`config.mk`:
```
export PLATFORM = sky130hd
export DESIGN_NAME = ycbcr_to_rgb_pipe
export DESIGN_NICKNAME = d
export VERILOG_FILES = /design/src/rtl/ycbcr_to_rgb_pipe.sv
export SDC_FILE = /design/constraint.sdc
export NUM_CORES = 1
export LEC_CHECK = 0
export CORE_ASPECT_RATIO = 0.7
export CORE_MARGIN = 2
export CORE_UTILIZATION = 45
export DETAILED_ROUTE_END_ITERATION = 7
export PLACE_DENSITY = 0.61
export SLEW_MARGIN = 25
export SYNTH_ARGS = -nofsm -noshare
export SYNTH_HDL_FRONTEND = slang
export SYNTH_SLANG_ARGS = --single-unit
```
`constraint.sdc`:
```
create_clock -name iClk -period 8.86 [get_ports iClk]
set_clock_uncertainty 0.05 [all_clocks]
set_input_delay 1.772 -clock iClk [delete_from_list [all_inputs] [get_ports iClk]]
set_output_delay 1.772 -clock iClk [all_outputs]
set_load 0.01 [all_outputs]
```
`src/rtl/ycbcr_to_rgb_pipe.sv`:
```
// ycbcr_to_rgb_pipe
//   Three-stage BT.601 studio-swing YCbCr -> RGB converter. Coefficients are
//   scaled by 256. The result is rounded (+128, >>>8) and saturated to 0..255.
//   A sideband word rides along with each pixel.
//   The whole pipe advances together on en = iReady | ~oValid. While the output
//   is stalled, nothing moves, and bubbles already in the pipe are kept.
// Ports:
//   iClk, iRst_n             clock, async active-low reset
//   iY/iCb/iCr/iSb, iValid   input pixel + sideband, valid
//   oReady                   pipe can accept input (== en)
//   oR/oG/oB/oSb, oValid     registered output pixel + sideband, valid
//   iReady                   downstream accepts output
module ycbcr_to_rgb_pipe #(
   parameter int SB_W = 2
) (
   input  logic            iClk,
   input  logic            iRst_n,
   input  logic [7:0]      iY,
   input  logic [7:0]      iCb,
   input  logic [7:0]      iCr,
   input  logic [SB_W-1:0] iSb,
   input  logic            iValid,
   output logic            oReady,
   output logic [7:0]      oR,
   output logic [7:0]      oG,
   output logic [7:0]      oB,
   output logic [SB_W-1:0] oSb,
   output logic            oValid,
   input  logic            iReady
);
   localparam int STAGES = 3;

   // stage 1: signed offsets
   typedef struct packed {
      logic signed [8:0] yo;
      logic signed [8:0] cbo;
      logic signed [8:0] cro;
   } s1_t;

   // stage 2: x256 products
   typedef struct packed {
      logic signed [19:0] py;
      logic signed [19:0] prc;
      logic signed [19:0] pgc;
      logic signed [19:0] pgr;
      logic signed [19:0] pbc;
   } s2_t;

   logic [STAGES:1]  vld_pipe;
   logic [SB_W-1:0]  sb1, sb2;
   s1_t              s1;
   s2_t              s2;
   logic             en;
   logic signed [19:0] r_sum, g_sum, b_sum;

   assign en     = iReady | ~oValid;
   assign oReady = en;
   assign oValid = vld_pipe[STAGES];

   // Round to nearest and clamp to 0..255. The 20-bit sum range cannot overflow.
   function automatic logic [7:0] sat8(input logic signed [19:0] s);
      logic signed [19:0] r;
      r = (s + 20'sd128) >>> 8;
      if (r < 20'sd0)        return 8'd0;
      else if (r > 20'sd255) return 8'd255;
      else                   return r[7:0];
   endfunction

   assign r_sum = s2.py + s2.prc;
   assign g_sum = s2.py - s2.pgc - s2.pgr;
   assign b_sum = s2.py + s2.pbc;

   always_ff @(posedge iClk or negedge iRst_n) begin
      if (!iRst_n) begin
         vld_pipe <= '0;
         s1       <= '0;
         s2       <= '0;
         sb1      <= '0;
         sb2      <= '0;
         oSb      <= '0;
         oR       <= '0;
         oG       <= '0;
         oB       <= '0;
      end else if (en) begin
         // A bubble enters when iValid is low.
         vld_pipe <= {vld_pipe[STAGES-1:1], iValid};

         s1.yo  <= {1'b0, iY}  - 9'd16;
         s1.cbo <= {1'b0, iCb} - 9'd128;
         s1.cro <= {1'b0, iCr} - 9'd128;
         sb1    <= iSb;

         s2.py  <= 20'(s1.yo)  * 20'sd298;
         s2.prc <= 20'(s1.cro) * 20'sd409;
         s2.pgc <= 20'(s1.cbo) * 20'sd100;
         s2.pgr <= 20'(s1.cro) * 20'sd208;
         s2.pbc <= 20'(s1.cbo) * 20'sd516;
         sb2    <= sb1;

         oR  <= sat8(r_sum);
         oG  <= sat8(g_sum);
         oB  <= sat8(b_sum);
         oSb <= sb2;
      end
   end
endmodule

```
==> impl_metrics.xml <==
<?xml version="1.0" encoding="UTF-8"?>
<metrics>
  <group name="sta">
    <metric name="report.final.setup_viol" unit="">0</metric>
    <metric name="maxSlewViolCount" unit="">0</metric>
    <metric name="final.period_utilization" unit="">0.612</metric>
    <metric name="tns" unit="ns">0</metric>
    <metric name="timing.fmax" unit="GHz">0.185</metric>
    <metric name="relSlewSlack" unit="">0.392</metric>
    <metric name="tightest_slew" unit="ns">0.913</metric>
    <metric name="rsz0062_at_grt" unit="">false</metric>
    <metric name="fin_crit" unit="ns">5.42</metric>
    <metric name="timing_hold_violations_final" unit="">0</metric>
  </group>
  <group name="critical_path">
    <metric name="critical_path.max_stage_delay" unit="ns">0.67</metric>
    <metric name="crit_chain" unit="">clkdlybuf4s50_1 &gt; nor2b_4 &gt; inv_4 &gt; clkdlybuf4s50_1</metric>
    <metric name="endpoint_kind" unit="">output pin</metric>
    <metric name="path_class" unit="">input port to output pin</metric>
    <metric name="timing.critical_path.arrival" unit="ns">3.60</metric>
    <metric name="cp_slowest_cell" unit="">clkdlybuf4s50_1</metric>
    <metric name="critical_path.max_fanout" unit="">70</metric>
    <metric name="critical-path-top-cell-by-count" unit="">clkdlybuf4s50_1</metric>
    <metric name="worst_r2r_path_depth" unit="">16</metric>
    <metric name="worst_setup_start_kind" unit="">input port</metric>
    <metric name="crit_required" unit="ns">7.04</metric>
  </group>
  <group name="floorplanning">
    <metric name="design.core.area" unit="um^2">26900</metric>
    <metric name="io_pins" unit="">58</metric>
    <metric name="die_height" unit="um">143</metric>
    <metric name="start_util" unit="">0.462</metric>
    <metric name="die_area" unit="um^2">29000</metric>
    <metric name="site_row_count" unit="">50</metric>
    <metric name="dieWidth" unit="um">203</metric>
  </group>
  <group name="logic_synthesis">
    <metric name="syn-instance-count" unit="">1367</metric>
    <metric name="synth_fa_ha_area_frac" unit="">0.347</metric>
    <metric name="main_combinational_cell_family_by_area_after_synthesis" unit="">adder cells</metric>
    <metric name="synthFlopType" unit="">dfrtp_1</metric>
    <metric name="synth-edff-count" unit="">0</metric>
    <metric name="post-synth-top-area-fraction" unit="">0.276</metric>
    <metric name="synth_simple_gate_area_frac" unit="">0.123</metric>
    <metric name="synth_seq_area_share" unit="">0.276</metric>
    <metric name="asyncSetResetFlopFracSynth" unit="">1.00</metric>
    <metric name="synth-compound-area-share" unit="">0.126</metric>
    <metric name="synth.cells.most_frequent" unit="">258 x ha_1, 199 x nand2_1, 191 x inv_1</metric>
    <metric name="synth_mux_area_frac" unit="">0.00322</metric>
    <metric name="synth.lib_cells_used.distinct" unit="">60</metric>
    <metric name="netlist.top_cell.by_area" unit="">dfrtp_1</metric>
    <metric name="post_synth_xor_area_fraction" unit="">0.0571</metric>
    <metric name="number_of_nets_in_the_synthesized_netlist" unit="">1709</metric>
    <metric name="synth_warnings" unit="">0</metric>
    <metric name="post-synth-top-count-cell" unit="">ha_1</metric>
    <metric name="synth_top_cells_by_area" unit="">dfrtp_1 28%, ha_1 26%, fa_1 8.7%, nand2_1 6.0%, inv_1 5.8%</metric>
    <metric name="flops_latches_synth" unit="">137</metric>
    <metric name="syn_area" unit="um^2">12400</metric>
    <metric name="syn_avg_cell_area" unit="um^2">9.08</metric>
  </group>
  <group name="global_routing">
    <metric name="use_met3" unit="">0.0399</metric>
    <metric name="grt.busiest_layer" unit="">met1</metric>
    <metric name="globalRouteOverflowTotal" unit="">0</metric>
    <metric name="grt.total_usage" unit="">0.210</metric>
    <metric name="maximum_number_of_pins_on_one_net_before_global_route_repair" unit="">96</metric>
    <metric name="gr-usage-met2" unit="">0.296</metric>
    <metric name="use_met1" unit="">0.331</metric>
    <metric name="grt_pass1_vias" unit="">9015</metric>
    <metric name="first_pass_grt_wire_length" unit="um">47400</metric>
    <metric name="antenna_found_initial" unit="">0</metric>
  </group>
  <group name="cells_and_area">
    <metric name="final_net_count" unit="">1758</metric>
    <metric name="multi_input_comb_area" unit="um^2">8160</metric>
    <metric name="fill_cells" unit="">2540</metric>
    <metric name="antennaDiodeCount" unit="">0</metric>
    <metric name="drive_above_1_share" unit="">0.0371</metric>
    <metric name="layout.area.seq" unit="um^2">3430</metric>
    <metric name="syn2layout_area_growth" unit="%">12.7</metric>
  </group>
  <group name="placed_design">
    <metric name="buffer_ports.inserted" unit="">57</metric>
    <metric name="dpl.hpwl" unit="um">22400</metric>
    <metric name="globalplace.congestion" unit="">0.859</metric>
  </group>
  <group name="route">
    <metric name="ant_nets" unit="">0</metric>
    <metric name="routedWlPerCell" unit="um">15.9</metric>
    <metric name="total_length_of_routed_wires" unit="um">28400</metric>
    <metric name="drt_drc_violations_left" unit="">0</metric>
    <metric name="drt_iter0_markers" unit="">563</metric>
    <metric name="avgViaCountPerCell" unit="">5.11</metric>
    <metric name="detailedRoute.firstPassIterationCount" unit="">5</metric>
    <metric name="via_count" unit="">9163</metric>
  </group>
  <group name="clocking">
    <metric name="cts_tree" unit="">yes</metric>
    <metric name="cts_setup_buffers" unit="">0</metric>
    <metric name="clkTransAtPathRegs" unit="ns">0.06</metric>
    <metric name="holdBufCountCts" unit="">0</metric>
    <metric name="ctsHtreeMaxLevel" unit="">4</metric>
    <metric name="cts_repair_resize_count" unit="">0</metric>
    <metric name="clock_latency_on_the_worst_skew_pair" unit="ns">0.44</metric>
    <metric name="clock_sink_count" unit="">137</metric>
    <metric name="root_buffer" unit="">clkbuf_16</metric>
    <metric name="cts_made_buffers" unit="">17</metric>
    <metric name="cts-root-to-sink-buffers" unit="">2</metric>
  </group>
  <group name="hold_path">
    <metric name="hp-class" unit="">flip-flop to flip-flop</metric>
    <metric name="worstHoldPathCells" unit="">1</metric>
  </group>
  <group name="run">
    <metric name="drv.max_cap_violation_count" unit="">0</metric>
  </group>
  <group name="status">
    <metric name="result_of_the_run" unit="">finished clean</metric>
  </group>
</metrics>
path summary, 6_finish.rpt:
kind | start | endpoint | slack (ns)
max | iReady | oReady | 3.44
min | vld_pipe[2] | vld_pipe[3] | 0.41
max reg2reg | s1[7] | s2[78] | 3.86
min reg2reg | vld_pipe[2] | vld_pipe[3] | 0.41
max in group asynchronous | iRst_n | oG[7] | 6.25
min in group asynchronous | iRst_n | sb1[0] | 1.37
registers in the layout, indices dropped and copies added, names as in the netlist:
| register | flops |
|---|---|
| oB | 8 |
| oG | 8 |
| oR | 8 |
| sb2 | 2 |
| s1 | 25 |
| oSb | 2 |
| sb1 | 2 |
| s2 | 79 |
| vld_pipe | 3 |
layer usage:
| metal | vias to the layer above | routed length [um] |
|---|---|---|
| li1 | 4674 | - |
| met1 | 4294 | 16000 |
| met2 | 176 | 10900 |
| met3 | 19 | 1370 |
| met4 | 0 | 230 |
| met5 | - | 0 |
kinds of logic after synthesis:
family                     Yosys count
xor gates and xnor gates            81
DFF                                137
AOI/OAI and AO/OA                  249
muxes                                4
adders and majority gates          312
buffers and inverters              223
and+or+nand+nor                    361
critical path, delay by kind of cell:
| family | cells | cell delay [ns] |
|---|---|---|
| buffers and inverters | 3 | 1.68 |
| and+or+nand+nor | 1 | 0.11 |
area by class of cell:
cell class,count,share of cell area
sequential,137,0.245
multi-input combinational,1007,0.583
inverter,192,0.0517
clock buffer,18,0.0307
timing repair buffer,61,0.0445
clock inverter,14,0.0124
tap,364,0.0326
cell usage in the layout (no fill, tap or decap), types with 3 or more instances in the layout:
cell,instances
nor2b_1,6
and3_1,6
o21bai_1,14
nand2_1,199
xor2_1,27
ha_1,258
clkinvlp_4,4
and2_1,3
a31oi_1,8
nor4_1,3
o211ai_1,7
nand2b_1,6
xnor2_1,54
a21o_1,16
dfrtp_1,137
o21ai_0,60
clkbuf_16,17
a21oi_1,87
o21a_1,11
or2_2,5
buf_4,3
fa_1,54
nor2_1,87
o41ai_1,3
nand3_1,16
or3_1,5
bufinv_16,3
mux2i_1,4
o21ai_1,3
a211oi_1,5
nor3_1,13
clkdlybuf4s50_1,56
inv_1,191
clkinv_4,3
a2bb2oi_1,8
o31ai_1,3
metrics by stage:
step           hold slack [ns]  instance area, um^2  instances   util  worst slack (ns)
6_report                 0.406                14000       1793  0.520              3.44
5_1_grt                  0.435                14000       1793  0.520              3.33
4_1_cts                  0.411                14000       1792  0.519              2.80
3_5_place_dp             0.395                13400       1760  0.497              2.81
3_3_place_gp             0.393                13400       1760  0.497              2.84
2_1_floorplan            0.380                12400       1367      -              4.25
Power is not shown: default switching activity piles up to over one toggle a cycle in this logic, so the estimate is an artifact.
